`src/rtl/compositor_pkg.sv`:
```
// Shared colour type, fixed palette and state/region encodings for the layer compositor.
package compositor_pkg;

  typedef struct packed {
    logic [7:0] r;
    logic [7:0] g;
    logic [7:0] b;
  } rgb_t;

  localparam rgb_t BLACK      = rgb_t'(24'h000000);
  localparam rgb_t SKY_RGB    = rgb_t'(24'h0000FF);
  localparam rgb_t STRATA_RGB [4] = '{rgb_t'(24'hFFA933), rgb_t'(24'hB5651D),
                                      rgb_t'(24'hB22222), rgb_t'(24'h800000)};

  typedef enum logic [1:0] {REG_OFF, REG_SKY, REG_DIRT} region_e;
  typedef enum logic {MAP_IDLE, MAP_CLEAR} map_state_e;

endpackage

```
`src/rtl/layer_compositor_if.sv`:
```
// Pixel, layer, dig-map and VGA signals between the generators/game logic and the compositor.
interface layer_compositor_if #(
  parameter int N_LAYERS = 8,
  parameter int DIG_X_W  = 5,
  parameter int DIG_Y_W  = 5
);
  logic                    pix_valid;
  logic [9:0]              DrawX;
  logic [9:0]              DrawY;
  logic [N_LAYERS-1:0]     layer_hit;
  logic [24*N_LAYERS-1:0]  layer_color;
  logic [N_LAYERS-1:0]     layer_blink;
  logic                    frame_start;
  logic                    dig_we;
  logic [DIG_X_W-1:0]      dig_x;
  logic [DIG_Y_W-1:0]      dig_y;
  logic                    map_clear;
  logic                    map_busy;
  logic                    out_valid;
  logic [7:0]              VGA_R;
  logic [7:0]              VGA_G;
  logic [7:0]              VGA_B;

  modport master (
    output pix_valid, DrawX, DrawY, layer_hit, layer_color, layer_blink,
    output frame_start, dig_we, dig_x, dig_y, map_clear,
    input  map_busy, out_valid, VGA_R, VGA_G, VGA_B
  );

  modport slave (
    input  pix_valid, DrawX, DrawY, layer_hit, layer_color, layer_blink,
    input  frame_start, dig_we, dig_x, dig_y, map_clear,
    output map_busy, out_valid, VGA_R, VGA_G, VGA_B
  );
endinterface

```
`src/rtl/layer_compositor_dig_map.sv`:
```
// Dig-map grid: single-cell write port, row-per-cycle clear sequencer, combinational read port.
module dig_map
  import compositor_pkg::*;
#(
  parameter int GRID_W = 32,
  parameter int GRID_H = 24,
  parameter int X_W    = $clog2(GRID_W),
  parameter int Y_W    = $clog2(GRID_H)
) (
  input  logic           clk,
  input  logic           rst_n,
  input  logic           we,
  input  logic [X_W-1:0] wr_x,
  input  logic [Y_W-1:0] wr_y,
  input  logic           clear,
  output logic           busy,
  input  logic [9:0]     rd_col,
  input  logic [9:0]     rd_row,
  output logic           dug
);

  map_state_e        state_q, state_d;
  logic [Y_W-1:0]    row_q, row_d;
  logic              wr_fire, clr_fire;
  logic [GRID_W-1:0] grid [GRID_H];

  always_ff @(posedge clk) begin
    if (!rst_n) begin
      state_q <= MAP_IDLE;
      row_q   <= '0;
    end else begin
      state_q <= state_d;
      row_q   <= row_d;
    end
  end

  // A clear request beats a same-cycle write; writes are dropped while clearing.
  always_comb begin
    state_d  = state_q;
    row_d    = row_q;
    wr_fire  = 1'b0;
    clr_fire = 1'b0;
    case (state_q)
      MAP_IDLE: begin
        if (clear) begin
          state_d = MAP_CLEAR;
          row_d   = '0;
        end else if (we && int'(wr_x) < GRID_W && int'(wr_y) < GRID_H) begin
          wr_fire = 1'b1;
        end
      end
      MAP_CLEAR: begin
        clr_fire = 1'b1;
        if (int'(row_q) == GRID_H - 1) state_d = MAP_IDLE;
        else                           row_d   = row_q + 1'b1;
      end
      default: state_d = MAP_IDLE;
    endcase
  end

  always_ff @(posedge clk) begin
    if (!rst_n) begin
      for (int r = 0; r < GRID_H; r++) grid[r] <= '0;
    end else if (clr_fire) begin
      grid[row_q] <= '0;
    end else if (wr_fire) begin
      grid[wr_y][wr_x] <= 1'b1;
    end
  end

  assign busy = (state_q == MAP_CLEAR);

  // Bypass lets a pixel sampled on the same edge as the write see the new dug bit.
  always_comb begin
    dug = 1'b0;
    if (int'(rd_col) < GRID_W && int'(rd_row) < GRID_H) begin
      dug = grid[rd_row[Y_W-1:0]][rd_col[X_W-1:0]] |
            (wr_fire && wr_x == rd_col[X_W-1:0] && wr_y == rd_row[Y_W-1:0]);
    end
  end

endmodule

```
`src/rtl/layer_compositor.sv`:
```
// Two-stage pixel compositor: prioritised blinking layers over sky/strata background with dig map.
module layer_compositor
  import compositor_pkg::*;
#(
  parameter int N_LAYERS    = 8,
  parameter int PLAYFIELD_W = 512,
  parameter int SKY_H       = 96,
  parameter int STRATUM_H   = 96,
  parameter int N_STRATA    = 4,
  parameter int CELL        = 16,
  parameter int FRAME_CNT_W = 6,
  parameter int BLINK_BIT   = 4
) (
  input  logic               Clk,
  input  logic               Reset_n,
  layer_compositor_if.slave  bus
);

  localparam int GRID_W  = PLAYFIELD_W / CELL;
  localparam int GRID_H  = N_STRATA * STRATUM_H / CELL;
  localparam int CELL_SH = $clog2(CELL);
  localparam int S_W     = (N_STRATA > 1) ? $clog2(N_STRATA) : 1;

  function automatic logic [S_W-1:0] clamp_stratum(input logic [9:0] idx);
    if (idx >= 10'(N_STRATA - 1)) return S_W'(N_STRATA - 1);
    return S_W'(idx);
  endfunction

  logic [FRAME_CNT_W-1:0] frame_cnt;
  logic                   blink_off;

  always_ff @(posedge Clk) begin
    if (!Reset_n)             frame_cnt <= '0;
    else if (bus.frame_start) frame_cnt <= frame_cnt + 1'b1;
  end

  assign blink_off = frame_cnt[BLINK_BIT];

  // ---- stage 1: region classification and dug lookup ----
  logic [9:0] ydiff, rd_col, rd_row;
  region_e    region_c;
  logic       dug_rd;

  assign ydiff  = bus.DrawY - 10'(SKY_H);
  assign rd_col = bus.DrawX >> CELL_SH;
  assign rd_row = ydiff >> CELL_SH;

  always_comb begin
    if (int'(bus.DrawX) >= PLAYFIELD_W) region_c = REG_OFF;
    else if (int'(bus.DrawY) < SKY_H)   region_c = REG_SKY;
    else                                region_c = REG_DIRT;
  end

  dig_map #(
    .GRID_W (GRID_W),
    .GRID_H (GRID_H)
  ) u_dig_map (
    .clk    (Clk),
    .rst_n  (Reset_n),
    .we     (bus.dig_we),
    .wr_x   (bus.dig_x),
    .wr_y   (bus.dig_y),
    .clear  (bus.map_clear),
    .busy   (bus.map_busy),
    .rd_col (rd_col),
    .rd_row (rd_row),
    .dug    (dug_rd)
  );

  logic                   vld_p1;
  logic [N_LAYERS-1:0]    hit_p1, blink_p1;
  logic [24*N_LAYERS-1:0] color_p1;
  region_e                region_p1;
  logic [S_W-1:0]         stratum_p1;
  logic                   dug_p1;

  always_ff @(posedge Clk) begin
    if (!Reset_n) vld_p1 <= 1'b0;
    else          vld_p1 <= bus.pix_valid;
  end

  always_ff @(posedge Clk) begin
    hit_p1     <= bus.layer_hit;
    blink_p1   <= bus.layer_blink;
    color_p1   <= bus.layer_color;
    region_p1  <= region_c;
    stratum_p1 <= clamp_stratum(ydiff / 10'(STRATUM_H));
    dug_p1     <= dug_rd && (region_c == REG_DIRT);
  end

  // ---- stage 2: layer priority and background select ----
  rgb_t pix_c;
  logic found;

  always_comb begin
    pix_c = BLACK;
    found = 1'b0;
    for (int i = 0; i < N_LAYERS; i++) begin
      if (!found && hit_p1[i] && !(blink_p1[i] && blink_off)) begin
        found = 1'b1;
        pix_c = rgb_t'(color_p1[24*i +: 24]);
      end
    end
    if (!found) begin
      case (region_p1)
        REG_SKY:  pix_c = SKY_RGB;
        REG_DIRT: pix_c = dug_p1 ? BLACK : STRATA_RGB[stratum_p1];
        default:  pix_c = BLACK;
      endcase
    end
  end

  logic vld_p2;
  rgb_t rgb_p2;

  always_ff @(posedge Clk) begin
    if (!Reset_n) begin
      vld_p2 <= 1'b0;
      rgb_p2 <= BLACK;
    end else begin
      vld_p2 <= vld_p1;
      rgb_p2 <= vld_p1 ? pix_c : BLACK;
    end
  end

  assign bus.out_valid = vld_p2;
  assign bus.VGA_R     = rgb_p2.r;
  assign bus.VGA_G     = rgb_p2.g;
  assign bus.VGA_B     = rgb_p2.b;

endmodule

```
`src/flat_wrapper.sv`:
```
// flat-port wrapper written by rule: the top's interface ports become plain ports
module layer_compositor_flat import compositor_pkg::*;
#(
  parameter int N_LAYERS    = 8,
  parameter int PLAYFIELD_W = 512,
  parameter int SKY_H       = 96,
  parameter int STRATUM_H   = 96,
  parameter int N_STRATA    = 4,
  parameter int CELL        = 16,
  parameter int FRAME_CNT_W = 6,
  parameter int BLINK_BIT   = 4
)
  (Clk, Reset_n, bus_pix_valid, bus_DrawX, bus_DrawY, bus_layer_hit, bus_layer_color, bus_layer_blink, bus_frame_start, bus_dig_we, bus_dig_x, bus_dig_y, bus_map_clear, bus_map_busy, bus_out_valid, bus_VGA_R, bus_VGA_G, bus_VGA_B);
  layer_compositor_if #(.N_LAYERS(N_LAYERS)) bus_i ();
  input  logic Clk;
  input  logic Reset_n;
  input wire logic [$bits(bus_i.pix_valid)-1:0] bus_pix_valid;
  input wire logic [$bits(bus_i.DrawX)-1:0] bus_DrawX;
  input wire logic [$bits(bus_i.DrawY)-1:0] bus_DrawY;
  input wire logic [$bits(bus_i.layer_hit)-1:0] bus_layer_hit;
  input wire logic [$bits(bus_i.layer_color)-1:0] bus_layer_color;
  input wire logic [$bits(bus_i.layer_blink)-1:0] bus_layer_blink;
  input wire logic [$bits(bus_i.frame_start)-1:0] bus_frame_start;
  input wire logic [$bits(bus_i.dig_we)-1:0] bus_dig_we;
  input wire logic [$bits(bus_i.dig_x)-1:0] bus_dig_x;
  input wire logic [$bits(bus_i.dig_y)-1:0] bus_dig_y;
  input wire logic [$bits(bus_i.map_clear)-1:0] bus_map_clear;
  output wire logic [$bits(bus_i.map_busy)-1:0] bus_map_busy;
  output wire logic [$bits(bus_i.out_valid)-1:0] bus_out_valid;
  output wire logic [$bits(bus_i.VGA_R)-1:0] bus_VGA_R;
  output wire logic [$bits(bus_i.VGA_G)-1:0] bus_VGA_G;
  output wire logic [$bits(bus_i.VGA_B)-1:0] bus_VGA_B;
  assign bus_i.pix_valid = bus_pix_valid;
  assign bus_i.DrawX = bus_DrawX;
  assign bus_i.DrawY = bus_DrawY;
  assign bus_i.layer_hit = bus_layer_hit;
  assign bus_i.layer_color = bus_layer_color;
  assign bus_i.layer_blink = bus_layer_blink;
  assign bus_i.frame_start = bus_frame_start;
  assign bus_i.dig_we = bus_dig_we;
  assign bus_i.dig_x = bus_dig_x;
  assign bus_i.dig_y = bus_dig_y;
  assign bus_i.map_clear = bus_map_clear;
  assign bus_map_busy = bus_i.map_busy;
  assign bus_out_valid = bus_i.out_valid;
  assign bus_VGA_R = bus_i.VGA_R;
  assign bus_VGA_G = bus_i.VGA_G;
  assign bus_VGA_B = bus_i.VGA_B;
  layer_compositor #(.N_LAYERS(N_LAYERS), .PLAYFIELD_W(PLAYFIELD_W), .SKY_H(SKY_H), .STRATUM_H(STRATUM_H), .N_STRATA(N_STRATA), .CELL(CELL), .FRAME_CNT_W(FRAME_CNT_W), .BLINK_BIT(BLINK_BIT)) u_core (.Clk(Clk), .Reset_n(Reset_n), .bus(bus_i));
endmodule
```
`config.mk`:
```
export PLATFORM = sky130hd
export DESIGN_NAME = layer_compositor_flat
export DESIGN_NICKNAME = d
export VERILOG_FILES = /design/src/rtl/compositor_pkg.sv /design/src/rtl/layer_compositor_if.sv /design/src/rtl/layer_compositor_dig_map.sv /design/src/rtl/layer_compositor.sv /design/src/flat_wrapper.sv
export SDC_FILE = /design/constraint.sdc
export NUM_CORES = 2
export LEC_CHECK = 0
export CORE_MARGIN = 1
export CORE_UTILIZATION = 51
export CTS_CLUSTER_SIZE = 28
export DETAILED_ROUTE_END_ITERATION = 6
export HOLD_SLACK_MARGIN = 0.02
export PLACE_DENSITY = 0.71
export SLEW_MARGIN = 20
export SYNTH_ARGS = -nofsm -noshare
export SYNTH_HDL_FRONTEND = slang
export SYNTH_HIERARCHICAL = 1
export SYNTH_SLANG_ARGS = --single-unit
export TNS_END_PERCENT = 20
```
`constraint.sdc`:
```
create_clock -name Clk -period 14.84 [get_ports Clk]
set_input_delay 4.452 -clock Clk [delete_from_list [all_inputs] [get_ports Clk]]
set_output_delay 4.452 -clock Clk [all_outputs]
set_load 0.01 [all_outputs]
```
==> run summary <==
The class of the worst hold path is reg2reg. The total standard cell area after synthesis came out at 57,550 sq um. The die covers 114,200 sq um. Synthesis produced a netlist whose cell count is 4,830. The logic gate share of total power is 0.093.

The multi-input combinational cells in the finished layout cover a total of 19,530 sq um. The number of H-tree levels came out at 4. The total number of vias came out at 40,930.

Most area-hungry cell type in the Yosys netlist: sky130_fd_sc_hd__edfxtp_1. The die is 337.9 microns wide. Worst-case headroom to the max-slew limit: 0.2346. The startpoint identified for the worst register-to-register timing path is u_core/u_dig_map/busy$_SDFF_PN0_. The clock-pin slew on the worst setup and hold paths is 0.06 ns, and the total setup violations reported at the end of the flow is 0.

The logs give 0.412 for the clock power share and 0 for the number of endpoints with negative hold slack in the final report. The fraction of registers with async set/reset works out to 0. The logs give 0.2961 for the global router's overall resource usage and 9.66 ns for the data arrival at the endpoint of the critical path.

Highest-delay cell along the critical path: sky130_fd_sc_hd__buf_4. The share of the synthesized area in the top cell type is 0.5343, and the net switching fraction of the power is 0.2426. For this run, the slowest stage of the critical path takes 0.83 ns.

The tools report the number of I/O pins as 270. TritonCTS built the clock tree. The detail route stage leaves a number of antenna-violating nets equal to 0. The startpoint type of the worst setup path was a primary input.

The tools report the fraction of the yosys area taken by sequential cells as 0.6213. The critical path start-end classification was in2reg. The cell with the most instances on the worst path was sky130_fd_sc_hd__buf_4. The tools report the sum of overflow across all layers after global routing as 0.

In this run the power density over the cells is 123.4 nW/um^2. The critical path goes through clkdlybuf4s50_1 -> nand2_1 -> nand4_2 -> inv_8 -> buf_4 -> nand3b_1 -> o31ai_4 -> buf_4 -> nand2_2 -> o21ai_0. Leaving out fill and tap cells, the most frequent cell in the layout is sky130_fd_sc_hd__nor2_1. For this design the total switching power over the nets is 1956 uW. The later pin in the worst-skew pair is clocked with a latency of 0.77 ns. The tools report the endpoint kind of the worst setup timing path as a flip-flop. For hold timing, the worst endpoint is u_core/bus.VGA_R[7]$_SDFF_PN0_. Setup repair after global routing left no endpoint under its margin. For this block, the initial DRC count from the detailed router was 6,146.

Counting flops with a built-in enable in the synthesized netlist gives 1,024. The flow ran to the end, but the final reports show violations. For the required time reported for the critical path endpoint, the log shows 15.27 ns. The cell class contributing the biggest share of worst-path delay was buffers and inverters. The effective utilization at floorplan is 0.5172, and the DRC violation count after routing is 2. Dividing the detail-routed via count by the number of cells gives 6.424. After synthesis the netlist holds a flip-flop and latch count of 1,274. For this design, the sink count on the clock tree is 1,274. Post-CTS timing repair inserted 0 buffers for setup. The CTS root buffer is sky130_fd_sc_hd__clkbuf_16. The run gives 0 as the number of slew-limit violations in the final report. The tools report the post-layout net count as 5,006.

The checks that failed: design-rule violations. The number of antenna violations at the first check in global routing came out at 21. Derived from the worst setup path, the maximum achievable clock frequency is 108.4 MHz.

The number of cells upsized or downsized after cts is 0, and the largest vdd supply drop is 115.7 uV. The core box area was 111,300 sq um; the total of hold buffers inserted after clock tree synthesis was 0. Buffers inserted during clock tree synthesis total 134. The clock tree buffer depth is 3, and the worst hold path depth is 2. Between clock sinks in the finished design, the worst skew comes to 0.02371 ns. Die extent in y: 337.9 microns.

Of all nets on the critical path, the largest fanout is 193. The Yosys step of the flow raised 6 warnings. The tools report the via count of the first global-routing pass as 38,420.

Internal power comes to 6106 uW. The cell row count is 122, and the total power draw is 8062 uW. The run gives 0 as the max capacitance violation total.

The depth of the most critical reg-to-reg path is 9, and the number of unique standard cell types used by synthesis is 91. The run gives 247,000 microns as the global-route wire length before repair. The HPWL after detailed placement is 99,010 microns. The count of buffers added on input and output ports is 265.

In this run the register-to-register setup slack is 9.38 ns. The ratio of cells with drive above 1 in the final layout works out to 0.1211. Number of fillers in the final layout: 8,788.

The post-synthesis to final-layout area growth is 13.52%. By area the synthesized netlist is led by sky130_fd_sc_hd__edfxtp_1 53%, sky130_fd_sc_hd__dfxtp_1 8.7%, sky130_fd_sc_hd__mux4_2 7.2%. The critical hold path startpoint is u_core/color_p1[119]$_DFF_P_. Summed over all failing endpoints, the final setup total negative slack is 0 ns.

The final RePlAce weighted congestion was 0.9220; the number of optimization iterations in the first detailed-route pass was 7. Each instance of the synthesized netlist takes up on average 11.92 sq um. The number of buffers and inverters on the critical path is 4. The relative contribution of sequential cells to total power was 0.495; the final cycle utilization of the critical path was 0.6218.

Among all flip-flop cells after synthesis, the most frequent one is sky130_fd_sc_hd__edfxtp_1. For the total area of sequential cells, the log shows 35,750 sq um. Critical register-to-register path endpoint: u_core/u_dig_map/grid[21][6]$_SDFFCE_PN0P_. The tools report the detailed-route wire length as 172,400 microns.

The analysis attributes to cell leakage a power of 0.02178 uW. At the pin with the least slew margin, the transition time is 1.147 ns. Leaving out fill and tap cells, the most frequent cells in the layout are 1,077 x sky130_fd_sc_hd__nor2_1, 1,024 x sky130_fd_sc_hd__edfxtp_1, 814 x sky130_fd_sc_hd__o21ai_0. In the final routed layout, each cell accounts on average for 27.06 microns.

The routed design could run at a clock period as short as 9.227 ns. The pin count of the biggest net entering global routing came out at 240.
-- power by group through the flow --
stage | Sequential, uW | Clock [uW] | Combinational, uW
after floorplan | 4050 | 0 | 446
after global placement | 4060 | 0 | 704
after detailed placement | 4060 | 0 | 718
after CTS | 3990 | 3350 | 722
after global routing | 4000 | 3480 | 784
final | 3990 | 3320 | 750
-- worst max path at each step --
stage	from	end	slack, ns	depth (start not counted)
after floorplan	bus_dig_y[3]	u_core/u_dig_map/grid[10][0]$_SDFFCE_PN0P_	4.23	10
after CTS	bus_dig_y[3]	u_core/u_dig_map/grid[5][5]$_SDFFCE_PN0P_	5.62	10
after detailed placement	bus_dig_y[3]	u_core/u_dig_map/grid[5][5]$_SDFFCE_PN0P_	4.84	10
after global placement	bus_dig_y[4]	u_core/u_dig_map/grid[5][8]$_SDFFCE_PN0P_	5.04	10
after global routing	bus_dig_y[3]	u_core/u_dig_map/grid[6][20]$_SDFFCE_PN0P_	5.29	10
final	bus_dig_y[3]	u_core/u_dig_map/grid[21][6]$_SDFFCE_PN0P_	5.61	10
-- worst min-delay path, stage by stage, from the launching register on --
cell and delay [ns]:
sky130_fd_sc_hd__dfxtp_1 0.31, sky130_fd_sc_hd__a221oi_1 0.07, sky130_fd_sc_hd__a21oi_1 0.12
-- cell type report --
cell class,instances,area share
inverters,14,0.0009959
clock buffers,172,0.05556
multi-input cells,2957,0.2989
flip-flops and latches,1274,0.5473
well taps,1488,0.02850
diodes,19,0.0007278
clock inverters,72,0.01084
repair buffers,375,0.05715
-- stage by stage --
step                utilization  hold WS [ns]  cell area (sq um)  cells  setup slack [ns]
floorplan                     -        0.4813              57580   4837             4.234
global placement         0.5450        0.4990              60640   6097             5.041
detailed placement       0.5450        0.5287              60650   6097             4.839
CTS                      0.5840        0.5278              64990   6341             5.618
global route             0.5869        0.5485              65310   6363             5.293
finish                   0.5871        0.5281              65330   6371             5.613
-- layer usage --
layer,wire length [microns],up-vias,GRT usage
met2,81290,2614,0.4625
met3,21000,439,0.06996
met4,6959,8,0.1332
met5,43,-,0
li1,-,17480,-
met1,63100,20390,0.3943
-- cell usage after synthesis, types with 36 or more instances --
cell and count:
sky130_fd_sc_hd__dfxtp_1 250, sky130_fd_sc_hd__o21ai_0 816, sky130_fd_sc_hd__nor3_1 36, sky130_fd_sc_hd__mux4_2 185, sky130_fd_sc_hd__nand2_1 78, sky130_fd_sc_hd__nor2_1 1077
sky130_fd_sc_hd__buf_2 72, sky130_fd_sc_hd__nor2b_1 42, sky130_fd_sc_hd__a221oi_1 64, sky130_fd_sc_hd__mux2i_1 136, sky130_fd_sc_hd__a21oi_1 76, sky130_fd_sc_hd__clkbuf_1 458
sky130_fd_sc_hd__nand3_1 59, sky130_fd_sc_hd__edfxtp_1 1024, sky130_fd_sc_hd__o22ai_1 39
-- registers in the layout, summed over array words and instances (netlist names) --
name,cells
u_core/u_dig_map/grid,1024
u_core/color_p1,192
u_core/blink_p1,8
u_core/bus.VGA_B,8
u_core/bus.VGA_G,8
u_core/bus.VGA_R,8
u_core/hit_p1,8
u_core/frame_cnt,5
u_core/u_dig_map/row_q,5
u_core/region_p1,2
u_core/stratum_p1,2
u_core/bus.out_valid,1
u_core/dug_p1,1
u_core/u_dig_map/busy,1
u_core/vld_p1,1
-- logic make-up (layout without fill, tap and decap cells) --
group	count (synthesis)	count (layout)	synth area share
other	1	27	0.00006516
DFF	1274	1274	0.6213
and+or+nand+nor	1406	1406	0.1020
xor gates and xnor gates	17	17	0.002587
adders and majority gates	6	6	0.001304
muxes	345	345	0.1062
AOI/OAI and AO/OA	1175	1175	0.1176
buffers and inverters	606	633	0.04892
No activity file was read; power rests on OpenSTA's default activity.
